File: src/rtl/router_pkg.sv
// Shared constants, state encoding and header packing for the router packet transmitter.
package router_pkg;

    localparam int unsigned MAX_LEN     = 63;
    localparam int unsigned LEN_W       = 6;
    localparam int unsigned HDR_ADDR_W  = 2;
    localparam int unsigned HDR_LEN_MSB = 7;
    localparam int unsigned HDR_LEN_LSB = 2;
    localparam int unsigned BUF_DEPTH   = MAX_LEN + 1;

    localparam logic [HDR_ADDR_W-1:0] ADDR_INVALID = 2'd3;

    typedef logic [2:0] state_t;

    localparam state_t StIdle = 3'd0;
    localparam state_t StLoad = 3'd1;
    localparam state_t StHdr  = 3'd2;
    localparam state_t StPld  = 3'd3;
    localparam state_t StPar  = 3'd4;

    // Header byte: length in [7:2], destination port in [1:0].
    function automatic logic [7:0] make_hdr(input logic [LEN_W-1:0]      hdr_len,
                                            input logic [HDR_ADDR_W-1:0] hdr_addr);
        logic [7:0] hdr;
        hdr                           = '0;
        hdr[HDR_LEN_MSB:HDR_LEN_LSB]  = hdr_len;
        hdr[HDR_ADDR_W-1:0]           = hdr_addr;
        return hdr;
    endfunction

endpackage

File: src/rtl/router_tx_buf.sv
// Payload buffer: 64x8, single write port, read port with a registered address so the
// controller can steer the next byte one cycle ahead.
module router_tx_buf
    import router_pkg::*;
(
    input  logic             clk,
    input  logic             rst,
    input  logic             we,
    input  logic [LEN_W-1:0] wr_addr,
    input  logic [7:0]       wr_data,
    input  logic [LEN_W-1:0] rd_addr,
    output logic [7:0]       rd_data
);

    logic [7:0]       mem [BUF_DEPTH];
    logic [LEN_W-1:0] rd_addr_q;

    always_ff @(posedge clk) begin
        if (we) begin
            mem[wr_addr] <= wr_data;
        end
    end

    always_ff @(posedge clk or negedge rst) begin
        if (!rst) begin
            rd_addr_q <= '0;
        end else begin
            rd_addr_q <= rd_addr;
        end
    end

    assign rd_data = mem[rd_addr_q];

endmodule

File: src/rtl/router_pkt_tx.sv
// Packet transmitter feeding the router input port: buffers a payload, then sends
// header, payload and parity under the router's busy back-pressure.
module router_pkt_tx
    import router_pkg::*;
(
    input  logic                  clk,
    input  logic                  rst,
    input  logic                  start,
    input  logic [HDR_ADDR_W-1:0] addr,
    input  logic [LEN_W-1:0]      len,
    input  logic [7:0]            pl_data,
    input  logic                  pl_valid,
    output logic                  pl_ready,
    input  logic                  abort,
    input  logic                  busy,
    output logic [7:0]            data_out,
    output logic                  pkt_valid,
    output logic                  tx_ready,
    output logic                  done,
    output logic                  err
);

    state_t                state_q,     state_d;
    logic [HDR_ADDR_W-1:0] addr_q,      addr_d;
    logic [LEN_W-1:0]      len_q,       len_d;
    logic [LEN_W-1:0]      count_q,     count_d;
    logic [7:0]            parity_q,    parity_d;
    logic [7:0]            data_out_q,  data_out_d;
    logic                  pkt_valid_q, pkt_valid_d;
    logic                  pl_ready_q,  pl_ready_d;
    logic                  tx_ready_q,  tx_ready_d;
    logic                  done_q,      done_d;
    logic                  err_q,       err_d;

    logic       buf_we;
    logic [7:0] buf_rd_data;

    // count_d doubles as the buffer read pointer, so the byte after the one on
    // data_out is already at the buffer output when it is accepted.
    router_tx_buf u_buf (
        .clk     (clk),
        .rst     (rst),
        .we      (buf_we),
        .wr_addr (count_q),
        .wr_data (pl_data),
        .rd_addr (count_d),
        .rd_data (buf_rd_data)
    );

    always_comb begin
        state_d     = state_q;
        addr_d      = addr_q;
        len_d       = len_q;
        count_d     = count_q;
        parity_d    = parity_q;
        data_out_d  = data_out_q;
        pkt_valid_d = pkt_valid_q;
        done_d      = 1'b0;
        err_d       = 1'b0;
        buf_we      = 1'b0;

        if (abort) begin
            state_d     = StIdle;
            count_d     = '0;
            parity_d    = '0;
            data_out_d  = '0;
            pkt_valid_d = 1'b0;
        end else begin
            case (state_q)
                StIdle: begin
                    if (start) begin
                        if (addr == ADDR_INVALID || len == '0) begin
                            err_d = 1'b1;
                        end else begin
                            addr_d   = addr;
                            len_d    = len;
                            count_d  = '0;
                            parity_d = '0;
                            state_d  = StLoad;
                        end
                    end
                end
                StLoad: begin
                    if (pl_valid) begin
                        buf_we   = 1'b1;
                        parity_d = parity_q ^ pl_data;
                        // Compare before incrementing so len=63 never wraps the counter.
                        if (count_q == len_q - 6'd1) begin
                            count_d     = '0;
                            data_out_d  = make_hdr(len_q, addr_q);
                            pkt_valid_d = 1'b1;
                            state_d     = StHdr;
                        end else begin
                            count_d = count_q + 6'd1;
                        end
                    end
                end
                StHdr: begin
                    if (!busy) begin
                        parity_d   = parity_q ^ data_out_q;
                        data_out_d = buf_rd_data;
                        count_d    = 6'd1;
                        state_d    = StPld;
                    end
                end
                StPld: begin
                    if (!busy) begin
                        if (count_q == len_q) begin
                            data_out_d  = parity_q;
                            pkt_valid_d = 1'b0;
                            state_d     = StPar;
                        end else begin
                            data_out_d = buf_rd_data;
                            count_d    = count_q + 6'd1;
                        end
                    end
                end
                StPar: begin
                    if (!busy) begin
                        data_out_d = '0;
                        done_d     = 1'b1;
                        state_d    = StIdle;
                    end
                end
                default: begin
                    state_d     = StIdle;
                    data_out_d  = '0;
                    pkt_valid_d = 1'b0;
                end
            endcase
        end

        tx_ready_d = (state_d == StIdle);
        pl_ready_d = (state_d == StLoad);
    end

    always_ff @(posedge clk or negedge rst) begin
        if (!rst) begin
            state_q     <= StIdle;
            addr_q      <= '0;
            len_q       <= '0;
            count_q     <= '0;
            parity_q    <= '0;
            data_out_q  <= '0;
            pkt_valid_q <= 1'b0;
            pl_ready_q  <= 1'b0;
            tx_ready_q  <= 1'b1;
            done_q      <= 1'b0;
            err_q       <= 1'b0;
        end else begin
            state_q     <= state_d;
            addr_q      <= addr_d;
            len_q       <= len_d;
            count_q     <= count_d;
            parity_q    <= parity_d;
            data_out_q  <= data_out_d;
            pkt_valid_q <= pkt_valid_d;
            pl_ready_q  <= pl_ready_d;
            tx_ready_q  <= tx_ready_d;
            done_q      <= done_d;
            err_q       <= err_d;
        end
    end

    assign data_out  = data_out_q;
    assign pkt_valid = pkt_valid_q;
    assign pl_ready  = pl_ready_q;
    assign tx_ready  = tx_ready_q;
    assign done      = done_q;
    assign err       = err_q;

endmodule

File: config.mk
export PLATFORM = sky130hd
export DESIGN_NAME = router_pkt_tx
export DESIGN_NICKNAME = d
export VERILOG_FILES = /design/src/rtl/router_pkg.sv /design/src/rtl/router_tx_buf.sv /design/src/rtl/router_pkt_tx.sv
export SDC_FILE = /design/constraint.sdc
export NUM_CORES = 1
export LEC_CHECK = 0
export BUFFER_PORTS_ARGS = -buffer_cell sky130_fd_sc_hd__buf_4
export CAP_MARGIN = 0
export CORE_ASPECT_RATIO = 0.75
export CORE_MARGIN = 5
export CORE_UTILIZATION = 25
export DETAILED_ROUTE_END_ITERATION = 10
export SLEW_MARGIN = 40
export SYNTH_ARGS = -nofsm -noshare
export SYNTH_HDL_FRONTEND = slang
export SYNTH_SLANG_ARGS = --single-unit
File: constraint.sdc
create_clock -name clk -period 2.7 [get_ports clk]
set_clock_uncertainty 0.1 [all_clocks]
set_input_delay 0.54 -clock clk [delete_from_list [all_inputs] [get_ports clk]]
set_output_delay 0.54 -clock clk [all_outputs]
set_load 0.01 [all_outputs]
# Word-level counts from Yosys, hierarchy flattened
# Memories as Yosys holds them, arrays and structs flattened.
# Cells that the tools add are included.
# totals
regBits	38
latch_bits	0
ram_bits	512
mem_bits_ro	0
input_bits	22
output_inout_bits	13
elab_cells	100
n_memories	1
# classes
add_sub_neg	2
multipliers	0
div	0
order_cmp	0
n_eq_ne	19
shifts	0
n_mux	51
bitwise_logic	4
n_reduce_logical	12
# mem_list
name	depth	width	read_ports	rd_ports_with_merged_regs	write_ports	line_no	rtl
u_buf.mem	64	8	1	0	1	router_tx_buf.sv:15	logic [7:0] mem [BUF_DEPTH];
# op_table
operator	n
2-to-1 mux 8 bit	12
2-to-1 mux 6 bit	8
one-hot mux 8 bit (5 select lines)	1
2-to-1 mux 3 bit	9
!= test 3 bit, second input constant	9
one-hot mux 6 bit (4 select lines)	1
one-hot mux 8 bit (3 select lines)	1
2-to-1 mux 1 bit	17
XOR 8 bit	2
one-hot mux 3 bit (5 select lines)	1
equality test 6 bit	2
AND reduction 5 bit	2
AND reduction 7 bit	1
adder 6 x 1 -> 6 bit, second input constant	1
equality test 3 x 1 -> 1 bit, second input constant	2
equality test 3 x 2 -> 1 bit, second input constant	2
zero test 3 bit	2
zero test 6 bit	1
AND reduction 6 bit	1
subtractor 6 x 1 -> 6 bit, second input constant	1
nonzero test 5 bit	1
AND reduction 4 bit	1
nonzero test 4 bit	1
equality test 3 bit, second input constant	1
other kinds (7)	8

# Depth between registers and ports, before layout
# Gate-level depths: netlist of the first run.
# logic_depth
depth_word	7
ltp_mapped	11

# Modules after synthesis
# From an unflattened synthesis of the first run, not the netlist that was laid out.
# unflattened
hier_cells	1200
area_unflattened_um2	22602.9
# by_module_without_submodules
mod	n_inst	cells_each	area_each_um2	seq_area_each_um2
router_tx_buf	1	938	20156.8	15524.9
router_pkt_tx	1	262	2446.1	952.2

# Worst setup path after synthesis of the first run
# OpenSTA, ideal clock, no wires.
# synth_timing
path_kind	in2reg
from	input abort
to	memory u_buf.mem[0][0], enable pin
setup_ns	0.370
arrival_ns	2.350
t_required_ns	2.230
setup_slack_ns	-0.120
path_stages	7
path_cell_list	clkbuf_1 nand2b_1 nor3_1 nand2_1 nor2_1 nand2_1 nor2_1
# synth_between
elab_chain_cells	3
# synth_rtl
element	line_no	rtl
from (decl)	router_pkt_tx.sv:14	input logic abort,
2-to-1 mux 1 bit	router_pkt_tx.sv:62	if (abort) begin
2-to-1 mux 1 bit	router_tx_buf.sv:19	if (we) begin
2-to-1 mux 1 bit (not written as such)	router_tx_buf.sv:20	mem[wr_addr] <= wr_data;
to (decl)	router_tx_buf.sv:15	
# No other way between the ends.

# Worst setup path after layout of the first run
# layout_timing
from	register u_buf.rd_addr_q[2]
to	register data_out_q[6], in the netlist data_out[6]
# layout_between
elab_chain_cells	5
elab_cells_between_ends	10
# layout_rtl
element	line_no	rtl
from (decl)	router_tx_buf.sv:16	logic [LEN_W-1:0] rd_addr_q;
from (signal assigned)	router_tx_buf.sv:28	rd_addr_q <= rd_addr;
memory (64 x 8 bit) / equality test 6 bit (equally long branches)	-	
2-to-1 mux 8 bit	router_pkt_tx.sv:108	if (count_q == len_q) begin
2-to-1 mux 8 bit	router_pkt_tx.sv:107	if (!busy) begin
one-hot mux 8 bit (5 select lines)	router_pkt_tx.sv:69	case (state_q)
2-to-1 mux 8 bit	router_pkt_tx.sv:62	
to (signal assigned)	router_pkt_tx.sv:156	data_out_q <= data_out_d;
to (decl)	router_pkt_tx.sv:28	logic [7:0] data_out_q, data_out_d;
# Several ways; a longest one is shown, not always the timed one. The select of a mux whose other input is x is not followed.
# A chain may end at the register's enable or synchronous reset.

==> run summary, run 1 <==
### Yosys
• number of flops mapped to enable cells by yosys: 512
• Post-Synthesis Cell Area: 0.0224 sq mm
• Synth async-reset ratio: 6.91%
• cells after synthesis: 1412
• dominant synthesized flop cell: sky130_fd_sc_hd__edfxtp_1
• Synth Area per Inst: 15.9 sq um
• Yosys warnings: 0
• Synth Net Count: 1436
• number of synthesized register bits: 550
• sequential fraction of the synthesis area: 72.9%
• unique cell type count in the Yosys netlist: 62

### Placement
• cell area after placement: 0.0255 sq mm
• DP Wirelength: 40200 um
• IO Port Bufs: 34
• dpl cells: 2780
• RD Place Congestion: 0.874

### Layout
• combined area of the multi-input logic cells: 0.00609 sq mm
• layout cell share with drive strength beyond 1: 27.5%
• area growth from synthesis to final layout: 25.6%
• fin area: 0.0281 sq mm
• Ant. Diodes: 0
• final-stage net count: 1678
• Finished Core Util: 31.5%
• leading cell types in the layout, fill and taps excluded: sky130_fd_sc_hd__edfxtp_1 (512), sky130_fd_sc_hd__buf_4 (245), sky130_fd_sc_hd__mux2i_1 (142), sky130_fd_sc_hd__nor2_1 (89), sky130_fd_sc_hd__clkbuf_16 (56)
• Seq. cell area: 0.0163 sq mm
• Non-Filler Instances: 2906
• filler cell count: 8639
• most common library cell in the layout ignoring fill and taps: sky130_fd_sc_hd__edfxtp_1

### Timing
• headroom to the max-slew limit: 50.1%
• final setup slack of the worst path: -85.0 ps
• final hold vios: 0
• unrepaired setup endpoints after global routing: true
• Final setup viols: 1
• number of pins with negative max-slew slack in the final report: 0
• final worst-path cycle share: 103%
• pin slew with the least headroom to its limit: 743 ps
• Worst Hold Margin: 74.0 ps
• Final Critical Period: 2790 ps
• highest attainable clock frequency: 359 MHz

### Die
• die footprint: 0.0957 sq mm
• I/O pin count: 35
• number of rows in the core area: 95
• area of the core region: 0.0893 sq mm
• initial core utilization: 25.1%
• vertical die dimension: 269 um
• die width: 356 um

### Critical path
• slowest cell on the critical path: sky130_fd_sc_hd__dfrtp_4
• endpoint arrival time on the critical path: 3160 ps
• required time of the worst setup path: 3080 ps
• CP Launch Type: flop
• sum of buffers and inverters on the critical path: 3
• endpoint class of the critical path: flop
• launch point of the critical path: u_buf.rd_addr_q[2]
• Reg2Reg Launch Point: u_buf.rd_addr_q[2]
• cell family contributing the most delay on the critical path: compound AO/OA/AOI/OAI gates
• Largest stage delay, worst path: 530 ps
• register-to-register setup slack: -90 ps
• Max Fanout on Critical Path: 17
• end of the critical path: data_out[6]
• crit path cell chain: buf_12 > buf_4 > buf_8 > mux2i_2 > o22ai_2 > a21oi_1 > o221ai_2 > or4_4 > a221o_1
• Levels on crit path: 9
• kind of critical path: reg -> reg
• Worst Reg-to-Reg Cells: 9
• reg2reg end: data_out[6]

### Pwr
• leakage component of the power: 8.96 nW
• highest ir drop seen on vdd: 535 uV
• overall power after layout: 0.0184 W
• cell area power density: 653 mW/mm^2

### Clock network
• Root Buffer: sky130_fd_sc_hd__clkbuf_16
• clock tree from TritonCTS: done
• CTS Buf Count: 52
• H-tree lvl count: 2
• clock latency of the later-clocked register in the worst-skew pair: 590 ps
• buffer depth of the longest clock path: 3
• clock slew at reported path FFs: 70 ps
• sinks on the clock net: 550

### Drt
• sum of routed wire length over all layers: 61300 um
• DR WL/cell: 21.1 um
• post-route ant nets: 0
• via-per-instance ratio: 4.81
• total number of vias: 13969
• total DRC errors in the routed layout: 0
• DR iter-0 viols: 1518
• Initial DRT Pass Iterations: 5

### Global routing
• wire length of the first global-routing pass: 88300 um
• Overflow after GRT: 0
• Overall Global Routing Usage: 12.1%
• initial antenna violation count: 0
• vias in the first global route: 13639
• maximum number of pins on one net before global-route repair: 43

### Status
• outcome: finished with violations
• violated checks: setup timing

### Job
• count of maximum capacitance violations: 0

### Worst hold path
• path type of the worst min-delay path: in -> reg

-- routing by layer --
metal	up-vias	share of wire, %	wire, um	GRT usage [%]
met3	83	9.1	5600	2.96
met4	0	1.9	1140	3.09
met1	7116	45	27300	17.6
met2	592	44	27200	18.0
li1	6178	-	-	-
met5	-	0	0	0
-- per-stage QoR --
stage / setup TNS, ps / worst slack [ps]
floorplan: 0 / 105
global placement: -1610 / -238
detailed placement: -1640 / -280
CTS: -377 / -108
global route: -353 / -140
finish: -85.0 / -85.0
-- area by class of cell --
cell class / count / area share [%]
flip-flops and latches: 550 / 58.1
multi-input cells: 759 / 21.7
repair buffers: 281 / 8.90
well taps: 1212 / 5.39
clock buffers: 62 / 4.76
clock inverters: 32 / 1.07
inverters: 10 / 0.151
-- Yosys cell counts, drive strengths merged (3+ instances only) --
cell       n  area (sq um)
inv       10          37.5
or4        4          30.0
mux2i    155          1550
xnor2      7          61.3
nor3       7          35.0
o211ai    10          75.1
nand3     29           145
a32oi      3          26.3
o2111ai    5          43.8
o22a      13           114
a221oi    36           315
o22ai     54           338
a21o       4          30.0
and2       5          31.3
dfrtp     37           926
mux4      11           248
edfxtp   512         15400
o21ai     52           260
clkbuf    43           161
a22o      14           123
and3       7          43.8
nor3b      4          30.0
o2bb2ai   17           149
a22oi      3          22.5
a221o     36           360
a211oi     6          50.1
or3       13          81.3
o31ai      6          45.0
o221ai     3          26.3
a21oi     59           295
nor2b      5          31.3
mux2      11           128
o21a       6          45.0
or2        4          25.0
nand2b     6          37.5
or3b       4          35.0
buf       51           288
nand2     38           143
nor2      91           344
nor4       9          56.3
-- power breakdown --
group | leakage [nW] | total [W] | switching, W | internal [W]
Sequential | 5.09 | 0.00946 | 0.0000746 | 0.00938
Combinational | 3.07 | 0.00175 | 0.00102 | 0.000727
Clock | 0.797 | 0.00715 | 0.00313 | 0.00402
Total | 8.96 | 0.0184 | 0.00423 | 0.0141
-- timing repair --
action	CTS	global route
hold buffers	1	0
buffers inserted	2	23
pin swaps	9	27
setup endpoints to repair	10	13
gates resized for setup	42	97
endpoints found under the hold margin	37	0
gates cloned	2	5
-- flip-flops by register name (all words and copies together) (netlist names) --
register	flops
tx_ready	1
state_q	3
done	1
len_q	6
err	1
u_buf.rd_addr_q	6
addr_q	2
data_out	8
pl_ready	1
parity_q	8
pkt_valid	1
u_buf.mem	512
-- how the worst min path moves through the flow --
stage / from / endpoint / slack, ps / cells past startpoint
CTS: busy / done / 50 / 2
floorplan: rst / addr_q[0] / 140 / 0
finish: busy / done / 70 / 2
global placement: pkt_valid / pkt_valid / 390 / 1
global route: busy / done / 70 / 2
detailed placement: pkt_valid / pkt_valid / 380 / 1
-- logic make-up after synthesis --
group                      Yosys count  synth area share, %
AOI/OAI and AO/OA                  337                 10.7
xor gates and xnor gates            10                0.458
adders and majority gates            2                0.112
buffers and inverters              104                 2.17
DFF                                550                 72.9
muxes                              177                 8.61
and+or+nand+nor                    232                 5.00
Power figures use the tool's default switching activity.
==> run 2: changes to the inputs <==
PLACE_DENSITY = 0.48   (was default)
==> run 2 against run 1 <==
Net effect:
- flip-flop and latch count unchanged
- core utilization is 0.11 points lower
- clock-buffer cell count rose by 4
- the run still ends with setup timing left
- critical path type unchanged
- global-route usage is 1.0 points higher
- critical endpoint is now data_out[5]
- total power fell by 0.10%
==> run summary, run 2 (synthesized netlist as in run 1, its figures left out) <==
### Status
• outcome: finished with violations
• violated checks: setup timing

### Drt
• via-per-instance ratio: 4.73
• sum of routed wire length over all layers: 65000 um
• post-route ant nets: 0
• total DRC errors in the routed layout: 0
• Initial DRT Pass Iterations: 5
• DR iter-0 viols: 1223
• total number of vias: 13679
• DR WL/cell: 22.4 um

### Die
• I/O pin count: 35
• vertical die dimension: 269 um
• area of the core region: 0.0893 sq mm
• number of rows in the core area: 95
• initial core utilization: 25.1%
• die footprint: 0.0957 sq mm
• die width: 356 um

### Layout
• fin area: 0.0280 sq mm
• Ant. Diodes: 0
• most common library cell in the layout ignoring fill and taps: sky130_fd_sc_hd__edfxtp_1
• Non-Filler Instances: 2894
• layout cell share with drive strength beyond 1: 26.8%
• leading cell types in the layout, fill and taps excluded: sky130_fd_sc_hd__edfxtp_1 (512), sky130_fd_sc_hd__buf_4 (228), sky130_fd_sc_hd__mux2i_1 (142), sky130_fd_sc_hd__nor2_1 (89), sky130_fd_sc_hd__clkbuf_16 (55)
• Largest register FFs: 512
• area growth from synthesis to final layout: 25.2%
• Finished Core Util: 31.4%
• register ranked first by flip-flop count: u_buf.mem
• final-stage net count: 1666

### Placement
• cell area after placement: 0.0256 sq mm
• RD Place Congestion: 0.827
• IO Port Bufs: 34
• dpl cells: 2773
• DP Wirelength: 42700 um

### Worst hold path
• worst hold stages: 2
• path type of the worst min-delay path: in -> reg

### Timing
• pin slew with the least headroom to its limit: 756 ps
• headroom to the max-slew limit: 49.6%
• final setup slack of the worst path: -50.7 ps
• final worst-path cycle share: 102%
• highest attainable clock frequency: 364 MHz
• Final Critical Period: 2750 ps
• final hold vios: 0
• unrepaired setup endpoints after global routing: true
• Final setup viols: 2
• setup TNS: -65.2 ps
• number of pins with negative max-slew slack in the final report: 0

### Critical path
• Max Fanout on Critical Path: 8
• slowest cell on the critical path: sky130_fd_sc_hd__or4_4
• Largest stage delay, worst path: 540 ps
• kind of critical path: reg -> reg
• endpoint class of the critical path: flop
• CP Launch Type: flop
• endpoint arrival time on the critical path: 3130 ps
• required time of the worst setup path: 3080 ps
• Worst Reg-to-Reg Cells: 10
• crit path cell chain: buf_12 > buf_8 > inv_8 > buf_12 > buf_8 > a221o_1 > a21oi_4 > o2bb2ai_2 > or4_4 > a221o_1

### Pwr
• highest ir drop seen on vdd: 369 uV
• leakage component of the power: 8.93 nW
• cell area power density: 654 mW/mm^2

### Clock network
• buffer depth of the longest clock path: 3
• H-tree lvl count: 2
• CTS Buf Count: 53
• clock latency of the later-clocked register in the worst-skew pair: 610 ps
• sinks on the clock net: 550
• Root Buffer: sky130_fd_sc_hd__clkbuf_16
• clock tree from TritonCTS: done
• clock slew at reported path FFs: 70 ps

### Global routing
• initial antenna violation count: 3
• Overall Global Routing Usage: 13.1%
• vias in the first global route: 13639
• maximum number of pins on one net before global-route repair: 44
• wire length of the first global-routing pass: 93500 um
• Overflow after GRT: 0

### Job
• count of maximum capacitance violations: 0

==> run 2: cell types whose count changed in the layout (fill, tap and decap cells not counted), sizes merged <==
| cell | delta |
|---|---|
| buf | -9 |
| bufbuf | +1 |
| bufinv | -2 |
| inv | -1 |
| nor2b | -1 |
==> run 2: worst max-delay path: cells and delay by family (launching register included) <==
kind	cells	cell delay, ps
DFF	1	470
AOI/OAI and AO/OA	4	920
buffers and inverters	5	570
and+or+nand+nor	1	540
==> run 2: routing by layer <==
layer	global-route usage (%)	vias to the layer above	part of all wire (%)
met2	18.7	418	42
met3	3.08	95	7.1
met4	3.23	2	2.1
met5	0	-	0.020
met1	20.0	7022	49
li1	-	6142	-
==> run 2: cell type report <==
cell class | instances | area [sq um]
Clock buffer | 66 | 1420
Clock inverter | 29 | 221
Fill cell | 8786 | 61200
Inverter | 10 | 45.0
Multi-Input combinational cell | 758 | 6000
Sequential cell | 550 | 16300
Tap cell | 1212 | 1520
Timing Repair Buffer | 269 | 2490
==> run 2: report_power, final <==
part | switching, W | leakage, nW | internal, W
Clock | 0.00319 | 0.802 | 0.00400
Sequential | 0.0000828 | 5.09 | 0.00938
Combinational | 0.00102 | 3.04 | 0.000668
Total | 0.00429 | 8.93 | 0.0140
==> run 2: final timing paths <==
path,from,endpoint,slack (ps)
hold / removal,busy,done,60
setup reg to reg,u_buf.rd_addr_q[2],data_out[5],-50
setup / recovery,u_buf.rd_addr_q[2],data_out[5],-50
hold reg to reg,pkt_valid,pkt_valid,400
min in group asynchronous,rst,state_q[0],360
max in group asynchronous,rst,u_buf.rd_addr_q[2],1740
==> run 2: repair_timing <==
action	4_1_cts	5_1_grt
buffers inserted	15	7
endpoints found under the setup margin	8	12
endpoints found under the hold margin	37	0
cloned	4	0
hold buffers	1	0
resized for setup	57	75
pin swaps	14	18
==> run 2: stage by stage <==
| stage | hold slack (ps) | total power [W] | setup WS (ps) |
|---|---|---|---|
| 6_report | 63.4 | 0.0183 | -50.7 |
| 3_5_place_dp | 393 | 0.0112 | -382 |
| 4_1_cts | 19.0 | 0.0185 | -63.5 |
| 3_3_place_gp | 394 | 0.0112 | -321 |
| 5_1_grt | 54.0 | 0.0190 | -76.5 |
| 2_1_floorplan | 144 | 0.0104 | 105 |
